File: config.mk
export PLATFORM = sky130hd
export DESIGN_NAME = pic_bus_controller
export DESIGN_NICKNAME = d
export VERILOG_FILES = /design/src/rtl/pic_bus_controller.sv
export SDC_FILE = /design/constraint.sdc
export NUM_CORES = 1
export LEC_CHECK = 0
export CAP_MARGIN = 30
export CORE_MARGIN = 2
export CORE_UTILIZATION = 40
export CTS_CLUSTER_DIAMETER = 120
export DETAILED_ROUTE_END_ITERATION = 12
export PLACE_DENSITY_LB_ADDON = 0.05
export SKIP_CTS_REPAIR_TIMING = 1
export SLEW_MARGIN = 20
export SYNTH_ARGS = -nofsm -noshare
export SYNTH_HDL_FRONTEND = slang
export SYNTH_SLANG_ARGS = --single-unit
File: constraint.sdc
create_clock -name clk -period 5.55 [get_ports clk]
set_clock_uncertainty 0.2 [all_clocks]
set_input_delay 0.555 -clock clk [delete_from_list [all_inputs] [get_ports clk]]
set_output_delay 0.555 -clock clk [all_outputs]
set_load 0.02 [all_outputs]
File: src/rtl/pic_bus_controller.sv
// Bus-side sequencer for the 8259-style PIC: strobe sampling, ICW1-4 init,
// OCW1/OCW3 state, read-data mux, INTA sequencing and buffer enable/direction.
module pic_bus_controller (
  input  logic       clk,
  input  logic       rst_n,
  input  logic       cs_n,
  input  logic       rd_n,
  input  logic       wr_n,
  input  logic       a0,
  input  logic       inta_n,
  input  logic [7:0] wdata,
  input  logic [7:0] irr,
  input  logic [7:0] isr,
  input  logic [2:0] vec_id,
  output logic [7:0] rd_data,
  output logic       bus_en,
  output logic       bus_ino,
  output logic [7:0] imr,
  output logic [4:0] vec_base,
  output logic       ltim,
  output logic       sngl,
  output logic       ic4,
  output logic [7:0] icw3,
  output logic       aeoi,
  output logic       sfnm,
  output logic       ocw2_stb,
  output logic [7:0] ocw2_data,
  output logic       ack1,
  output logic       ack2,
  output logic       init_done
);

  typedef enum logic [2:0] {
    S_UNINIT,
    S_WAIT_ICW2,
    S_WAIT_ICW3,
    S_WAIT_ICW4,
    S_READY
  } init_state_t;

  typedef enum logic [1:0] {
    A_IDLE,
    A_ACK1,
    A_ACK2
  } inta_state_t;

  logic        r_cs_q;
  logic        r_rd_q;
  logic        r_wr_q;
  logic        r_a0_q;
  logic        r_inta_q;
  logic        r_inta_qq;
  logic [7:0]  r_wdata_q;

  logic        r_cmt;
  logic        r_cmt_a0;
  logic [7:0]  r_cmt_data;

  init_state_t r_state;
  inta_state_t r_inta_state;

  logic [7:0]  r_rd_data;
  logic        r_bus_en;
  logic        r_bus_ino;
  logic [7:0]  r_imr;
  logic [4:0]  r_vec_base;
  logic        r_ltim;
  logic        r_sngl;
  logic        r_ic4;
  logic [7:0]  r_icw3;
  logic        r_aeoi;
  logic        r_sfnm;
  logic        r_ocw2_stb;
  logic [7:0]  r_ocw2_data;
  logic        r_ack1;
  logic        r_ack2;
  logic        r_init_done;
  logic        r_rsel_isr;

  logic        w_wr_commit;
  logic        w_inta_fall;
  logic        w_vec_drive;
  logic        w_wr_drive;
  logic        w_rd_drive;

  // Strobes reset to their idle (high) level so release from reset never looks like an edge.
  always_ff @(posedge clk or negedge rst_n) begin
    if (!rst_n) begin
      r_cs_q    <= 1'b1;
      r_rd_q    <= 1'b1;
      r_wr_q    <= 1'b1;
      r_a0_q    <= 1'b0;
      r_inta_q  <= 1'b1;
      r_inta_qq <= 1'b1;
      r_wdata_q <= 8'h00;
    end else begin
      r_cs_q    <= cs_n;
      r_rd_q    <= rd_n;
      r_wr_q    <= wr_n;
      r_a0_q    <= a0;
      r_inta_q  <= inta_n;
      r_inta_qq <= r_inta_q;
      r_wdata_q <= wdata;
    end
  end

  assign w_wr_commit = ~r_wr_q & wr_n & ~r_cs_q;
  assign w_inta_fall = r_inta_qq & ~r_inta_q;
  assign w_vec_drive = ((r_inta_state == A_ACK1) && w_inta_fall) ||
                       ((r_inta_state == A_ACK2) && !r_inta_q);
  assign w_wr_drive  = ~r_cs_q & ~r_wr_q;
  assign w_rd_drive  = ~r_cs_q & ~r_rd_q & r_inta_q & r_wr_q;

  always_ff @(posedge clk or negedge rst_n) begin
    if (!rst_n) begin
      r_cmt      <= 1'b0;
      r_cmt_a0   <= 1'b0;
      r_cmt_data <= 8'h00;
    end else begin
      r_cmt      <= w_wr_commit;
      r_cmt_a0   <= r_a0_q;
      r_cmt_data <= r_wdata_q;
    end
  end

  // ICW1 restarts initialisation from any state; everything else depends on where we are.
  always_ff @(posedge clk or negedge rst_n) begin
    if (!rst_n) begin
      r_state     <= S_UNINIT;
      r_imr       <= 8'h00;
      r_vec_base  <= 5'h00;
      r_ltim      <= 1'b0;
      r_sngl      <= 1'b0;
      r_ic4       <= 1'b0;
      r_icw3      <= 8'h00;
      r_aeoi      <= 1'b0;
      r_sfnm      <= 1'b0;
      r_ocw2_stb  <= 1'b0;
      r_ocw2_data <= 8'h00;
      r_init_done <= 1'b0;
      r_rsel_isr  <= 1'b0;
    end else begin
      r_ocw2_stb <= 1'b0;
      if (r_cmt) begin
        if (!r_cmt_a0 && r_cmt_data[4]) begin
          r_ltim      <= r_cmt_data[3];
          r_sngl      <= r_cmt_data[1];
          r_ic4       <= r_cmt_data[0];
          r_imr       <= 8'h00;
          r_icw3      <= 8'h00;
          r_aeoi      <= 1'b0;
          r_sfnm      <= 1'b0;
          r_init_done <= 1'b0;
          r_rsel_isr  <= 1'b0;
          r_state     <= S_WAIT_ICW2;
        end else begin
          case (r_state)
            S_WAIT_ICW2: if (r_cmt_a0) begin
              r_vec_base <= r_cmt_data[7:3];
              if (!r_sngl) begin
                r_state <= S_WAIT_ICW3;
              end else if (r_ic4) begin
                r_state <= S_WAIT_ICW4;
              end else begin
                r_state     <= S_READY;
                r_init_done <= 1'b1;
              end
            end
            S_WAIT_ICW3: if (r_cmt_a0) begin
              r_icw3 <= r_cmt_data;
              if (r_ic4) begin
                r_state <= S_WAIT_ICW4;
              end else begin
                r_state     <= S_READY;
                r_init_done <= 1'b1;
              end
            end
            S_WAIT_ICW4: if (r_cmt_a0) begin
              r_aeoi      <= r_cmt_data[1];
              r_sfnm      <= r_cmt_data[4];
              r_state     <= S_READY;
              r_init_done <= 1'b1;
            end
            S_READY: begin
              if (r_cmt_a0) begin
                r_imr <= r_cmt_data;
              end else if (!r_cmt_data[3]) begin
                r_ocw2_stb  <= 1'b1;
                r_ocw2_data <= r_cmt_data;
              end else if (r_cmt_data[1]) begin
                r_rsel_isr <= r_cmt_data[0];
              end
            end
            default: ;
          endcase
        end
      end
    end
  end

  always_ff @(posedge clk or negedge rst_n) begin
    if (!rst_n) begin
      r_inta_state <= A_IDLE;
      r_ack1       <= 1'b0;
      r_ack2       <= 1'b0;
    end else begin
      r_ack1 <= 1'b0;
      r_ack2 <= 1'b0;
      case (r_inta_state)
        A_IDLE: if (w_inta_fall) begin
          r_inta_state <= A_ACK1;
          r_ack1       <= 1'b1;
        end
        A_ACK1: if (w_inta_fall) begin
          r_inta_state <= A_ACK2;
          r_ack2       <= 1'b1;
        end
        A_ACK2: if (r_inta_q) begin
          r_inta_state <= A_IDLE;
        end
        default: r_inta_state <= A_IDLE;
      endcase
    end
  end

  // Vector drive beats a CPU write, and a write beats a read.
  always_ff @(posedge clk or negedge rst_n) begin
    if (!rst_n) begin
      r_bus_en  <= 1'b0;
      r_bus_ino <= 1'b0;
      r_rd_data <= 8'h00;
    end else if (w_vec_drive) begin
      r_bus_en  <= 1'b1;
      r_bus_ino <= 1'b1;
      r_rd_data <= {r_vec_base, vec_id};
    end else if (w_wr_drive) begin
      r_bus_en  <= 1'b1;
      r_bus_ino <= 1'b0;
      r_rd_data <= 8'h00;
    end else if (w_rd_drive) begin
      r_bus_en  <= 1'b1;
      r_bus_ino <= 1'b1;
      r_rd_data <= r_a0_q ? r_imr : (r_rsel_isr ? isr : irr);
    end else begin
      r_bus_en  <= 1'b0;
      r_bus_ino <= 1'b0;
      r_rd_data <= 8'h00;
    end
  end

  assign rd_data   = r_rd_data;
  assign bus_en    = r_bus_en;
  assign bus_ino   = r_bus_ino;
  assign imr       = r_imr;
  assign vec_base  = r_vec_base;
  assign ltim      = r_ltim;
  assign sngl      = r_sngl;
  assign ic4       = r_ic4;
  assign icw3      = r_icw3;
  assign aeoi      = r_aeoi;
  assign sfnm      = r_sfnm;
  assign ocw2_stb  = r_ocw2_stb;
  assign ocw2_data = r_ocw2_data;
  assign ack1      = r_ack1;
  assign ack2      = r_ack2;
  assign init_done = r_init_done;

endmodule

# Word-level counts from Yosys, hierarchy flattened

Cells that the tools add are included.

Input port bits: 34
Logic and storage cells: 133
Flip-flop bits (word level): 77
Output and inout port bits: 48

Equality and inequality tests: 14
Bitwise operators: 14
Mux-type cells: 52
Reduce and logical (&&, ||, !) cells: 24

Operators by type and width:

| operator                                                               | count |
|---|---|
| 8-bit two-way mux                                                      | 10 |
| 1-bit two-way mux                                                      | 30 |
| 3-bit two-way mux                                                      | 6 |
| 5-bit AND reduction                                                    | 3 |
| 3-bit inequality test (second input constant)                          | 4 |
| 3-bit AND reduction                                                    | 4 |
| 2-bit nonzero test                                                     | 6 |
| 3-bit case mux with 3 select lines                                     | 1 |
| 1-bit bitwise AND                                                      | 7 |
| 1-bit inverter                                                         | 7 |
| 3-bit by 2-bit equality test with 1-bit output (second input constant) | 2 |
| 2-bit two-way mux                                                      | 3 |
| 2-bit inequality test (second input constant)                          | 3 |
| 2-bit case mux with 3 select lines                                     | 1 |
| 6-bit AND reduction                                                    | 1 |
| 4-bit AND reduction                                                    | 1 |
| 4-bit nonzero test                                                     | 1 |
| 3-bit by 1-bit equality test with 1-bit output (second input constant) | 1 |
| 3-bit equality test (second input constant)                            | 1 |
| 1-bit logical AND                                                      | 3 |
| 1-bit case mux with 3 select lines                                     | 1 |
| 2-bit by 1-bit equality test with 1-bit output (second input constant) | 1 |
| 2-bit equality test (second input constant)                            | 1 |
| 1-bit logical NOT                                                      | 2 |
| other kinds (4)                                                        | 4 |

# Logic depth before layout (Yosys ltp)

Depth in word-level cells: 7
Depth in mapped cells: 5

# Least setup slack after synthesis

No wires, ideal clock.

Kind: reg-to-reg
Start point: register r_state[0]
End point: register r_ocw2_data[0], in the netlist ocw2_data[0]
Path buffers: 2
Cell stages (with the launch flop): 6
Period minus slack after synthesis: 1.861 ns
Data required time: 5.225 ns
Setup slack: 3.689 ns
Library setup time: 0.125 ns
Data arrival time: 1.536 ns
Path through: dfrtp_1 -> buf_6 -> nand4bb_4 -> or4_4 -> buf_6 -> mux2_4

Cells in the longest elaborated chain, start to end: 2

RTL lines:

| what                          | RTL line | RTL |
|---|---|---|
| start, declared               | 59       | `init_state_t r_state;` |
| start signal, assigned        | 129      | `r_state <= S_UNINIT;` |
| start signal, assigned        | 155      | `r_state <= S_WAIT_ICW2;` |
| start signal, assigned        | 161      | `r_state <= S_WAIT_ICW3;` |
| 3-bit equality test           | 157      | `case (r_state)` |
| 5-bit AND reduction (no line) | n/a      |  |
| end signal, assigned          | 189      | `r_ocw2_data <= r_cmt_data;` |
| end, declared                 | 74       | `logic [7:0] r_ocw2_data;` |

Every way passes these cells.
A chain may end at the register's enable or synchronous reset.

# Final worst setup path

Start point: register r_imr[2], in the netlist imr[2]
End point: output port imr[2]

RTL lines:

| what                   | RTL line | RTL |
|---|---|---|
| start, declared        | 65       | `logic [7:0] r_imr;` |
| start signal, assigned | 186      | `r_imr <= r_cmt_data;` |
| end, declared          | 18       | `output logic [7:0] imr,` |

No word-level cell between the ends.

==> metrics.cfg <==
[synth]
async_flop_share_pct = 100
yosys-top-cells-count = dfrtp_1 (72), nand2_1 (22), mux2i_1 (16)
synth_nets = 260
synth_cell_type_count = 44
synth_top_cell_by_area = dfrtp_1
synth_area_um2 = 2980
synth_seq_cells = 77
ys_seq_area_share_pct = 64.8
syn_inst = 226
synth_top_area_share_pct = 60.4
synth_edf_count = 0
yosysMostFrequentCell = dfrtp_1
syn_area_per_cell_um2 = 13.2
synth_warnings = 0
synth_ff_type = dfrtp_1
synth.area.top_cells = dfrtp_1 (60%), mux2i_1 (5.4%), a22o_1 (4.4%)

[global_routing]
grt_pass1_vias = 2111
grt-ovfl-total = 0
grt_max_degree = 78
grt_pass1_wl_mm = 11.1
antenna_found_initial = 0
gr-usage-all-layers_pct = 17.6

[floorplanning]
die-area_um2 = 8170
core_um2 = 7250
die_h_um = 90.4
die_w_um = 90.4
ioPinCount = 82
initial_core_util_pct = 41.1
row_count = 31

[sta]
maxSlewViolCount = 0
post-route-min-period_ns = 2.17
worst_pin_slew_ns = 0.746
fin_crit_sh_pct = 39.1
max_freq_mhz = 461
finalSetupViolCount = 0
rsz0062_at_grt = false
hold_viol = 0
slew_headroom_pct = 50.1
timing.setup.tns_ns = 0

[place]
dpl_cell_area_um2 = 3860
port_buffers = 80
globalplace.congestion = 0.778
dp_hpwl_mm = 4.65

[critical_path]
worstReg2RegStart = r_state[1]$_DFFE_PN0P_
crit_buf_inv = 1
criticalPathCategory = reg -> out
critPathMaxFanout = 3
start_kind = register
reg2reg_depth = 3
r2r_slack_ns = 3.51
crit_path_max_incr_delay_ns = 0.64
required_ns = 4.80
endpoint = imr[2]
slowest_stage = clkdlybuf4s50_1
crit_family = buffers and inverters
critical_path_arrival_ns = 1.41
worstPathCellList = clkdlybuf4s50_1
worstSetupPathDepth = 1
critPathLaunch = imr[2]$_DFFE_PN0P_
reg2reg_to = ocw2_data[5]$_DFFE_PN0P_
end_kind = output pin

[routing]
drt-total-wl_mm = 6.80
wire_per_inst_um = 16.4
first_pass_iters = 4
via_count = 2049
route.detailed.drc = 0
drt_iter0_drc = 103
viasPerCell = 4.95
final_antenna_net_count = 0

[cells_and_area]
nNetsFinal = 344
fin_area_um2 = 4100
final_layout_size_suffix_gt1_share_pct = 13.0
syn2layout_area_growth_pct = 37.5
diodes = 0

[power]
power_frac_comb_pct = 25.8
switching_share_pct = 30.7
internal-power_uw = 1110
p_leak_uw = 0.00182
ir_drop_v = 0.000171
switchingPower_uw = 492
power_density_nw_per_um2 = 391
p_clk_share_pct = 27.3
seqPwrFrac_pct = 46.9

[run_status]
outcome = finished, final reports clean

[cts]
cts_tree = yes
clk_latency_ns = 0.34
clock_path_buffers = 2
path_clk_slew_ns = 0.08
cts_buffers = 9
cts.root.buffer_cell = clkbuf_8
cts_max_level = 3
cts_sinks = 77

[run]
maxCapViolCount = 0

[hold_path]
hp-class = reg -> reg

[per-layer routing]
layer | up-vias | part of all wire (%) | global-route usage (%)
met5 | - | 0 | 0
met4 | 0 | 1.1 | 4.74
met3 | 7 | 4.5 | 6.01
met2 | 58 | 48 | 27.9
met1 | 1024 | 47 | 23.2
li1 | 960 | - | -
[flip-flops by register name, summed over array words and instances, names as in the netlist, 2 cells and up]
| name | count |
|---|---|
| r_cmt_data | 8 |
| r_state | 3 |
| rd_data | 8 |
| r_wdata_q | 8 |
| vec_base | 5 |
| icw3 | 8 |
| imr | 8 |
| ocw2_data | 7 |
| r_inta_state | 2 |
[power groups by stage]
stage	sequential (uW)	clock, uW	combinational (uW)
after global placement	759	0	409
after CTS	751	451	415
final	753	439	413
after floorplan	807	0	156
after global routing	768	478	441
after detailed placement	761	0	413
[how the worst min path moves through the flow]
stage	endpoint	slack (ns)	cells after the start	start
after detailed placement	r_cmt_data[6]$_DFF_PN0_	0.14	0	r_wdata_q[6]$_DFF_PN0_
final	r_cmt_data[5]$_DFF_PN0_	0.15	0	r_wdata_q[5]$_DFF_PN0_
after global placement	r_cmt_data[2]$_DFF_PN0_	0.13	0	r_wdata_q[2]$_DFF_PN0_
after CTS	r_cmt_data[6]$_DFF_PN0_	0.16	0	r_wdata_q[6]$_DFF_PN0_
after floorplan	ack1$_DFF_PN0_	0.06	0	rst_n
after global routing	r_cmt_data[6]$_DFF_PN0_	0.16	0	r_wdata_q[6]$_DFF_PN0_
[kinds of logic (layout without fill, tap and decap cells)]
family	Yosys count	in the layout	synth area share, %
simple gates	56	56	10.9
other cells	1	1	0.126
mux	27	27	10.3
compound gates	43	43	10.3
xor+xnor	1	1	0.294
buf+inv	21	110	3.35
flops	77	77	64.8
[stage by stage]
stage / hold slack [ns] / instances / total power, uW / util (%) / setup WS, ns
finish: 0.153 / 414 / 1610 / 56.6 / 3.38
global route: 0.164 / 414 / 1690 / 56.6 / 3.32
CTS: 0.156 / 412 / 1620 / 56.1 / 3.35
detailed placement: 0.136 / 396 / 1170 / 53.2 / 3.56
global placement: 0.133 / 395 / 1170 / 53.1 / 3.57
floorplan: 0.0594 / 226 / 963 / - / 3.69
[placed cells by master (no fill, tap or decap), types with 2 or more instances in the layout]
master,instances
clkbuf_8,11
nor2_1,8
o21ai_0,14
dfrtp_1,72
inv_1,10
a22o_1,15
nor3b_1,4
mux2_4,6
mux2_2,5
mux2i_1,16
dfstp_2,5
a21oi_1,2
nor4bb_1,2
o211ai_1,3
nor2b_1,2
nand2_1,22
nand3b_1,4
or2_2,2
buf_4,2
clkdlybuf4s50_1,79
[area by class of cell]
class / count / area, um2
fill: 635 / 3150
sequential: 77 / 1930
multi-input combinational: 128 / 951
timing repair buffer: 84 / 848
clock buffer: 12 / 155
tap: 99 / 124
clock inverter: 4 / 55.1
inverter: 10 / 37.5
(Power assumes the default switching activity.)
